==> config.mk <==
export PLATFORM = sky130hd
export DESIGN_NAME = ff_reg_arbiter_flat
export DESIGN_NICKNAME = d
export VERILOG_FILES = /design/src/rtl/ff_reg_arbiter_if.sv /design/src/rtl/ff_reg_arbiter.sv /design/src/flat_wrapper.sv
export SDC_FILE = /design/constraint.sdc
export NUM_CORES = 1
export LEC_CHECK = 0
export ABC_AREA = 1
export BUFFER_PORTS_ARGS = -buffer_cell sky130_fd_sc_hd__buf_4
export CORE_UTILIZATION = 51
export DETAILED_ROUTE_END_ITERATION = 16
export PLACE_DENSITY = 0.84
export REMOVE_ABC_BUFFERS = 1
export SYNTH_ARGS = -nofsm -noshare
export SYNTH_HDL_FRONTEND = slang
export SYNTH_SLANG_ARGS = --single-unit
==> constraint.sdc <==
create_clock -name clk -period 2.2 [get_ports clk]
set_clock_uncertainty 0.15 [all_clocks]
set_input_delay 0.11 -clock clk [delete_from_list [all_inputs] [get_ports clk]]
set_output_delay 0.11 -clock clk [all_outputs]
set_load 0.1 [all_outputs]
==> src/rtl/ff_reg_arbiter_if.sv <==
// Bus between control clients and the shared-register arbiter.
// req/gnt handshake: a requester holds req with a stable op/data until it sees gnt;
// the command is captured on the edge that raises gnt, and req must drop before
// the following arbitration edge unless another transaction is wanted.
interface ff_reg_arbiter_if #(
  parameter int N_REQ = 4,
  parameter int WIDTH = 8,
  parameter int ID_W  = $clog2(N_REQ)
);
  logic [N_REQ-1:0]       req;
  logic [2*N_REQ-1:0]     op;
  logic [WIDTH*N_REQ-1:0] data;
  logic [N_REQ-1:0]       gnt;
  logic [WIDTH-1:0]       q;
  logic                   done;
  logic [ID_W-1:0]        done_id;
  logic                   busy;
  logic                   dbg_state;

  modport master (
    output req, op, data,
    input  gnt, q, done, done_id, busy, dbg_state
  );

  modport slave (
    input  req, op, data,
    output gnt, q, done, done_id, busy, dbg_state
  );
endinterface

==> src/rtl/ff_reg_arbiter.sv <==
// Round-robin arbiter serialising hold/clear/load/toggle commands from N_REQ
// clients onto one shared WIDTH-bit register; one command per two cycles.
module ff_reg_arbiter #(
  parameter int N_REQ = 4,
  parameter int WIDTH = 8,
  parameter int ID_W  = $clog2(N_REQ)
) (
  input  logic                 clk,
  input  logic                 res,
  ff_reg_arbiter_if.slave      bus
);

  typedef enum logic {IDLE = 1'b0, EXEC = 1'b1} state_t;

  localparam logic [1:0] OP_HOLD   = 2'b00;
  localparam logic [1:0] OP_CLEAR  = 2'b01;
  localparam logic [1:0] OP_LOAD   = 2'b10;
  localparam logic [1:0] OP_TOGGLE = 2'b11;

  state_t             state, state_n;
  logic [ID_W-1:0]    ptr, ptr_n;
  logic [WIDTH-1:0]   q, q_n;
  logic [N_REQ-1:0]   gnt, gnt_n;
  logic               done, done_n;
  logic [ID_W-1:0]    done_id, done_id_n;
  logic [1:0]         op_r, op_n;
  logic [WIDTH-1:0]   data_r, data_n;
  logic [ID_W-1:0]    id_r, id_n;
  logic [ID_W:0]      pick;

  // Returns {found, index}: first set request at or above p, wrapping to 0.
  // Scanning downward lets the smallest offset from p overwrite the rest.
  function automatic logic [ID_W:0] rr_pick(input logic [N_REQ-1:0] r,
                                            input logic [ID_W-1:0]  p);
    logic [ID_W:0] sel;
    int            k;
    sel = '0;
    for (int i = N_REQ - 1; i >= 0; i--) begin
      k = int'(p) + i;
      if (k >= N_REQ) k = k - N_REQ;
      if (r[k]) sel = {1'b1, ID_W'(k)};
    end
    return sel;
  endfunction

  always_comb begin
    state_n   = state;
    ptr_n     = ptr;
    q_n       = q;
    gnt_n     = '0;
    done_n    = 1'b0;
    done_id_n = done_id;
    op_n      = op_r;
    data_n    = data_r;
    id_n      = id_r;
    pick      = rr_pick(bus.req, ptr);

    case (state)
      IDLE: begin
        if (pick[ID_W]) begin
          id_n    = pick[ID_W-1:0];
          op_n    = bus.op[2*id_n +: 2];
          data_n  = bus.data[WIDTH*id_n +: WIDTH];
          gnt_n   = N_REQ'(1) << id_n;
          state_n = EXEC;
        end
      end
      EXEC: begin
        case (op_r)
          OP_HOLD:   q_n = q;
          OP_CLEAR:  q_n = '0;
          OP_LOAD:   q_n = data_r;
          OP_TOGGLE: q_n = q ^ data_r;
          default:   q_n = q;
        endcase
        done_n    = 1'b1;
        done_id_n = id_r;
        // Even a hold completes, so the pointer always moves past the winner.
        ptr_n     = (id_r == ID_W'(N_REQ - 1)) ? '0 : id_r + 1'b1;
        state_n   = IDLE;
      end
      default: state_n = IDLE;
    endcase
  end

  always_ff @(posedge clk) begin
    if (res) begin
      state   <= IDLE;
      ptr     <= '0;
      q       <= '0;
      gnt     <= '0;
      done    <= 1'b0;
      done_id <= '0;
      op_r    <= '0;
      data_r  <= '0;
      id_r    <= '0;
    end else begin
      state   <= state_n;
      ptr     <= ptr_n;
      q       <= q_n;
      gnt     <= gnt_n;
      done    <= done_n;
      done_id <= done_id_n;
      op_r    <= op_n;
      data_r  <= data_n;
      id_r    <= id_n;
    end
  end

  assign bus.gnt       = gnt;
  assign bus.q         = q;
  assign bus.done      = done;
  assign bus.done_id   = done_id;
  assign bus.busy      = (state == EXEC);
  assign bus.dbg_state = state;

endmodule

==> src/flat_wrapper.sv <==
// flat-port wrapper written by rule: the top's interface ports become plain ports
module ff_reg_arbiter_flat 
#(
  parameter int N_REQ = 4,
  parameter int WIDTH = 8,
  parameter int ID_W  = $clog2(N_REQ)
)
  (clk, res, bus_req, bus_op, bus_data, bus_gnt, bus_q, bus_done, bus_done_id, bus_busy, bus_dbg_state);
  ff_reg_arbiter_if #(.N_REQ(N_REQ), .WIDTH(WIDTH), .ID_W(ID_W)) bus_i ();
  input  logic clk;
  input  logic res;
  input wire logic [$bits(bus_i.req)-1:0] bus_req;
  input wire logic [$bits(bus_i.op)-1:0] bus_op;
  input wire logic [$bits(bus_i.data)-1:0] bus_data;
  output wire logic [$bits(bus_i.gnt)-1:0] bus_gnt;
  output wire logic [$bits(bus_i.q)-1:0] bus_q;
  output wire logic [$bits(bus_i.done)-1:0] bus_done;
  output wire logic [$bits(bus_i.done_id)-1:0] bus_done_id;
  output wire logic [$bits(bus_i.busy)-1:0] bus_busy;
  output wire logic [$bits(bus_i.dbg_state)-1:0] bus_dbg_state;
  assign bus_i.req = bus_req;
  assign bus_i.op = bus_op;
  assign bus_i.data = bus_data;
  assign bus_gnt = bus_i.gnt;
  assign bus_q = bus_i.q;
  assign bus_done = bus_i.done;
  assign bus_done_id = bus_i.done_id;
  assign bus_busy = bus_i.busy;
  assign bus_dbg_state = bus_i.dbg_state;
  ff_reg_arbiter #(.N_REQ(N_REQ), .WIDTH(WIDTH), .ID_W(ID_W)) u_core (.clk(clk), .res(res), .bus(bus_i));
endmodule
==> reports/results.txt <==
CP Capture Point - u_core.data_r[2]$_SDFFE_PP0P_
Final TNS setup - 0 ns
Yosys reg bits - 30
CTS tree - done
count leader, synth - nand2_1
CP Launch Point - u_core.ptr[1]$_SDFFE_PP0P_
Final Hold Fails - 0
Logic pwr share - 56.6%
P_leak - 1.43 nW
final core occ - 73.0%
number of fill cells - 309
Syn Area/Cell - 6.18 sq um
crit path DAT - 2.11 ns
die height - 63.5 um
PwrDens - 1140 nW/um^2
largest family of logic cells by synthesized area - simple AND/OR/NAND/NOR gates
FP Rows - 21
Hold Slack - 0.0664 ns
period utilization - 94.3%
drt initial violations - 181
Crit Path Max Fanout - 16
Hold Path Class - input pin to flip-flop
Relative slew margins - 60.3%
Reg2Reg Setup Slack - 0.13 ns
EDFF count, synth - 0
clk buf depth - 2
share of async-settable or async-resettable flops after synthesis - 0%
Final Max Slew Viols - 0
Post-route DRC - 0
status - finished, final reports clean
total CTS buffers - 5
slack of the critical path - 0.125 ns
antenna violations before repair - 0
first-pass GRT wire length - 8490 um
Post-Syn Area - 1930 sq um
Area growth syn-to-layout - 31.3%
wire length per cell - 11.9 um
routed via count - 2,162
adder-cell share of the synthesized area - 0.649%
DP HPWL - 3590 um
area of the core - 3470 sq um
GP Congestion - 0.857
die extent in x - 63.5 um
Area contributors post-synth - dfxtp_1 (31%), nand3_1 (16%), nand2_1 (14%)
post-synth cell types - 27
I/O pin count - 63
crit path time final - 2.07 ns
FMAX - 482 MHz
clock sink total - 30
XOR/XNOR Fraction of Synth Area - 0%
area share of the largest cell type after synthesis - 31.1%
FF-to-FF End - u_core.data_r[2]$_SDFFE_PP0P_
clock transition at the registers of the reported paths - 0.07 ns
root cell of the clock tree - clkbuf_8
Finished Layout Cells - 418
number of global-route vias before repair - 2,048
internal cell power - 0.00145 W
simple-gate share of the synthesized area - 38.4%
Synth Warn # - 0
post-route antenna net violation count - 0
grt total ovfl - 0
number of max-cap violations - 0
clock network fraction of total power - 15.8%
Sw Share - 49.8%
compound-gate portion of the synthesized area - 10.3%
drt pass-1 iters - 5
Worst setup SP type - flip-flop
ant diodes - 0
wirelength, routed - 4970 um
most used flip-flop cell after synthesis - dfxtp_1
H-tree Lvls - 2
Post-synth top cells - nand2_1 (71), inv_1 (68), nand3_1 (61)
final setup violation count - 0
die area - 4030 sq um
biggest area consumer among synthesized cells - dfxtp_1
Slew @ Worst Pin - 0.594 ns
Placed Instances - 408
fraction of layout cells with a size suffix above 1 - 26.3%
Seq/Total Area, Yosys - 31.1%
FF-to-FF Start - u_core.ptr[1]$_SDFFE_PP0P_
all-layer global routing usage - 26.6%
port buffer count - 62
Clk Latency, worst-skew pair - 0.29 ns
largest net degree at the start of global routing - 26
Critical Path RT - 2.23 ns
mux cell area share after synthesis - 0%
peak supply drop - 0.546 mV
FF-to-FF path depth - 14
CP endpoint kind - flip-flop
pre-CTS WS - -0.106 ns
power share of the sequential group - 27.5%
post-synthesis cell count - 312
Final nets - 418
Initial Utilization - 55.6%
vias per inst - 5.17
NetSw - 0.00144 W
Crit Path Class - flip-flop to flip-flop
-- cells by family (layout without fill, tap and decap cells) --
group / Yosys count / in the layout
and+or+nand+nor: 162 / 163
buffers and inverters: 89 / 148
AOI/OAI and AO/OA: 30 / 30
DFF: 30 / 30
adders and majority gates: 1 / 1
-- flip-flops by register name, summed over array words and instances, names as in the netlist --
register / flops
u_core.bus.q: 8
u_core.data_r: 8
u_core.bus.gnt: 4
u_core.bus.done_id: 2
u_core.id_r: 2
u_core.op_r: 2
u_core.ptr: 2
u_core.bus.busy: 1
u_core.bus.done: 1
-- through the flow --
step | area, sq um | power (W)
2_1_floorplan | 1830 | 0.00191
3_3_place_gp | 2380 | 0.00228
3_5_place_dp | 2380 | 0.00231
4_1_cts | 2490 | 0.00279
5_1_grt | 2530 | 0.00310
6_report | 2530 | 0.00288
-- power groups by stage --
stage          Sequential (W)  Combinational [W]  Clock [W]
4_1_cts              0.000788            0.00154   0.000460
3_3_place_gp         0.000792            0.00149          0
2_1_floorplan         0.00107           0.000842          0
5_1_grt              0.000808            0.00181   0.000489
6_report             0.000793            0.00163   0.000456
3_5_place_dp         0.000799            0.00152          0
-- cells in the final DEF (no fill, tap or decap), types with 4 or more instances in the layout --
master    netlist  routed
nor2_1         14      13
nand2_2         8       7
dfxtp_1        30      29
o21ai_0        11      11
a32oi_1         8       8
nand2_1        71      71
clkbuf_8        0       6
inv_2           4       4
inv_1          68      68
nand3_1        61      61
buf_4           2      65
-- routing by layer --
| metal | part of all wire [%] | track usage (%) |
|---|---|---|
| met1 | 42 | 30.5 |
| met2 | 50 | 46.7 |
| met3 | 6.3 | 5.43 |
| met4 | 1.8 | 11.9 |
| met5 | 0 | 0 |
-- layout make-up --
type | count | area, sq um | share of cell area [%]
timing repair buffer | 67 | 509 | 20.1
multi-input combinational | 194 | 993 | 39.2
clock buffer | 7 | 86.3 | 3.41
clock inverter | 1 | 5.00 | 0.198
tap | 46 | 57.6 | 2.27
inverter | 73 | 277 | 10.9
sequential | 30 | 604 | 23.9
-- worst max-delay path: stages, from the launching register on --
cell and delay, ns:
dfxtp_1 0.44, inv_2 0.11, nand2_2 0.06, nand2_1 0.07, nand2_2 0.11, nand2_4 0.07
nand2_2 0.10, nand2_1 0.09, nand2_4 0.17, buf_6 0.18, nand3_1 0.10, nand3_1 0.09
nand3_1 0.10, nand2_1 0.09, inv_1 0.04
-- worst min path at each step --
| stage | depth (start not counted) | startpoint | slack (ns) | end |
|---|---|---|---|---|
| after floorplan | 1 | res | 0.03 | u_core.bus.q[0]$_SDFFE_PP0P_ |
| after global placement | 2 | res | 0.29 | u_core.bus.q[5]$_SDFFE_PP0P_ |
| after detailed placement | 2 | res | 0.28 | u_core.bus.q[1]$_SDFFE_PP0P_ |
| after CTS | 7 | bus_data[3] | 0.07 | u_core.data_r[3]$_SDFFE_PP0P_ |
| after global routing | 7 | bus_data[19] | 0.14 | u_core.data_r[3]$_SDFFE_PP0P_ |
| final | 7 | bus_data[3] | 0.07 | u_core.data_r[3]$_SDFFE_PP0P_ |
-- repair_timing --
item / in CTS / in global routing
endpoints found under the hold margin: 7 / 0
hold buffers: 1 / 0
pin swaps: 0 / 1
endpoints found under the setup margin: 13 / 14
gates cloned: 0 / 1
setup buffers: 0 / 0
gates resized for setup: 1 / 7
Note: power is estimated with default switching activity, not from simulation.
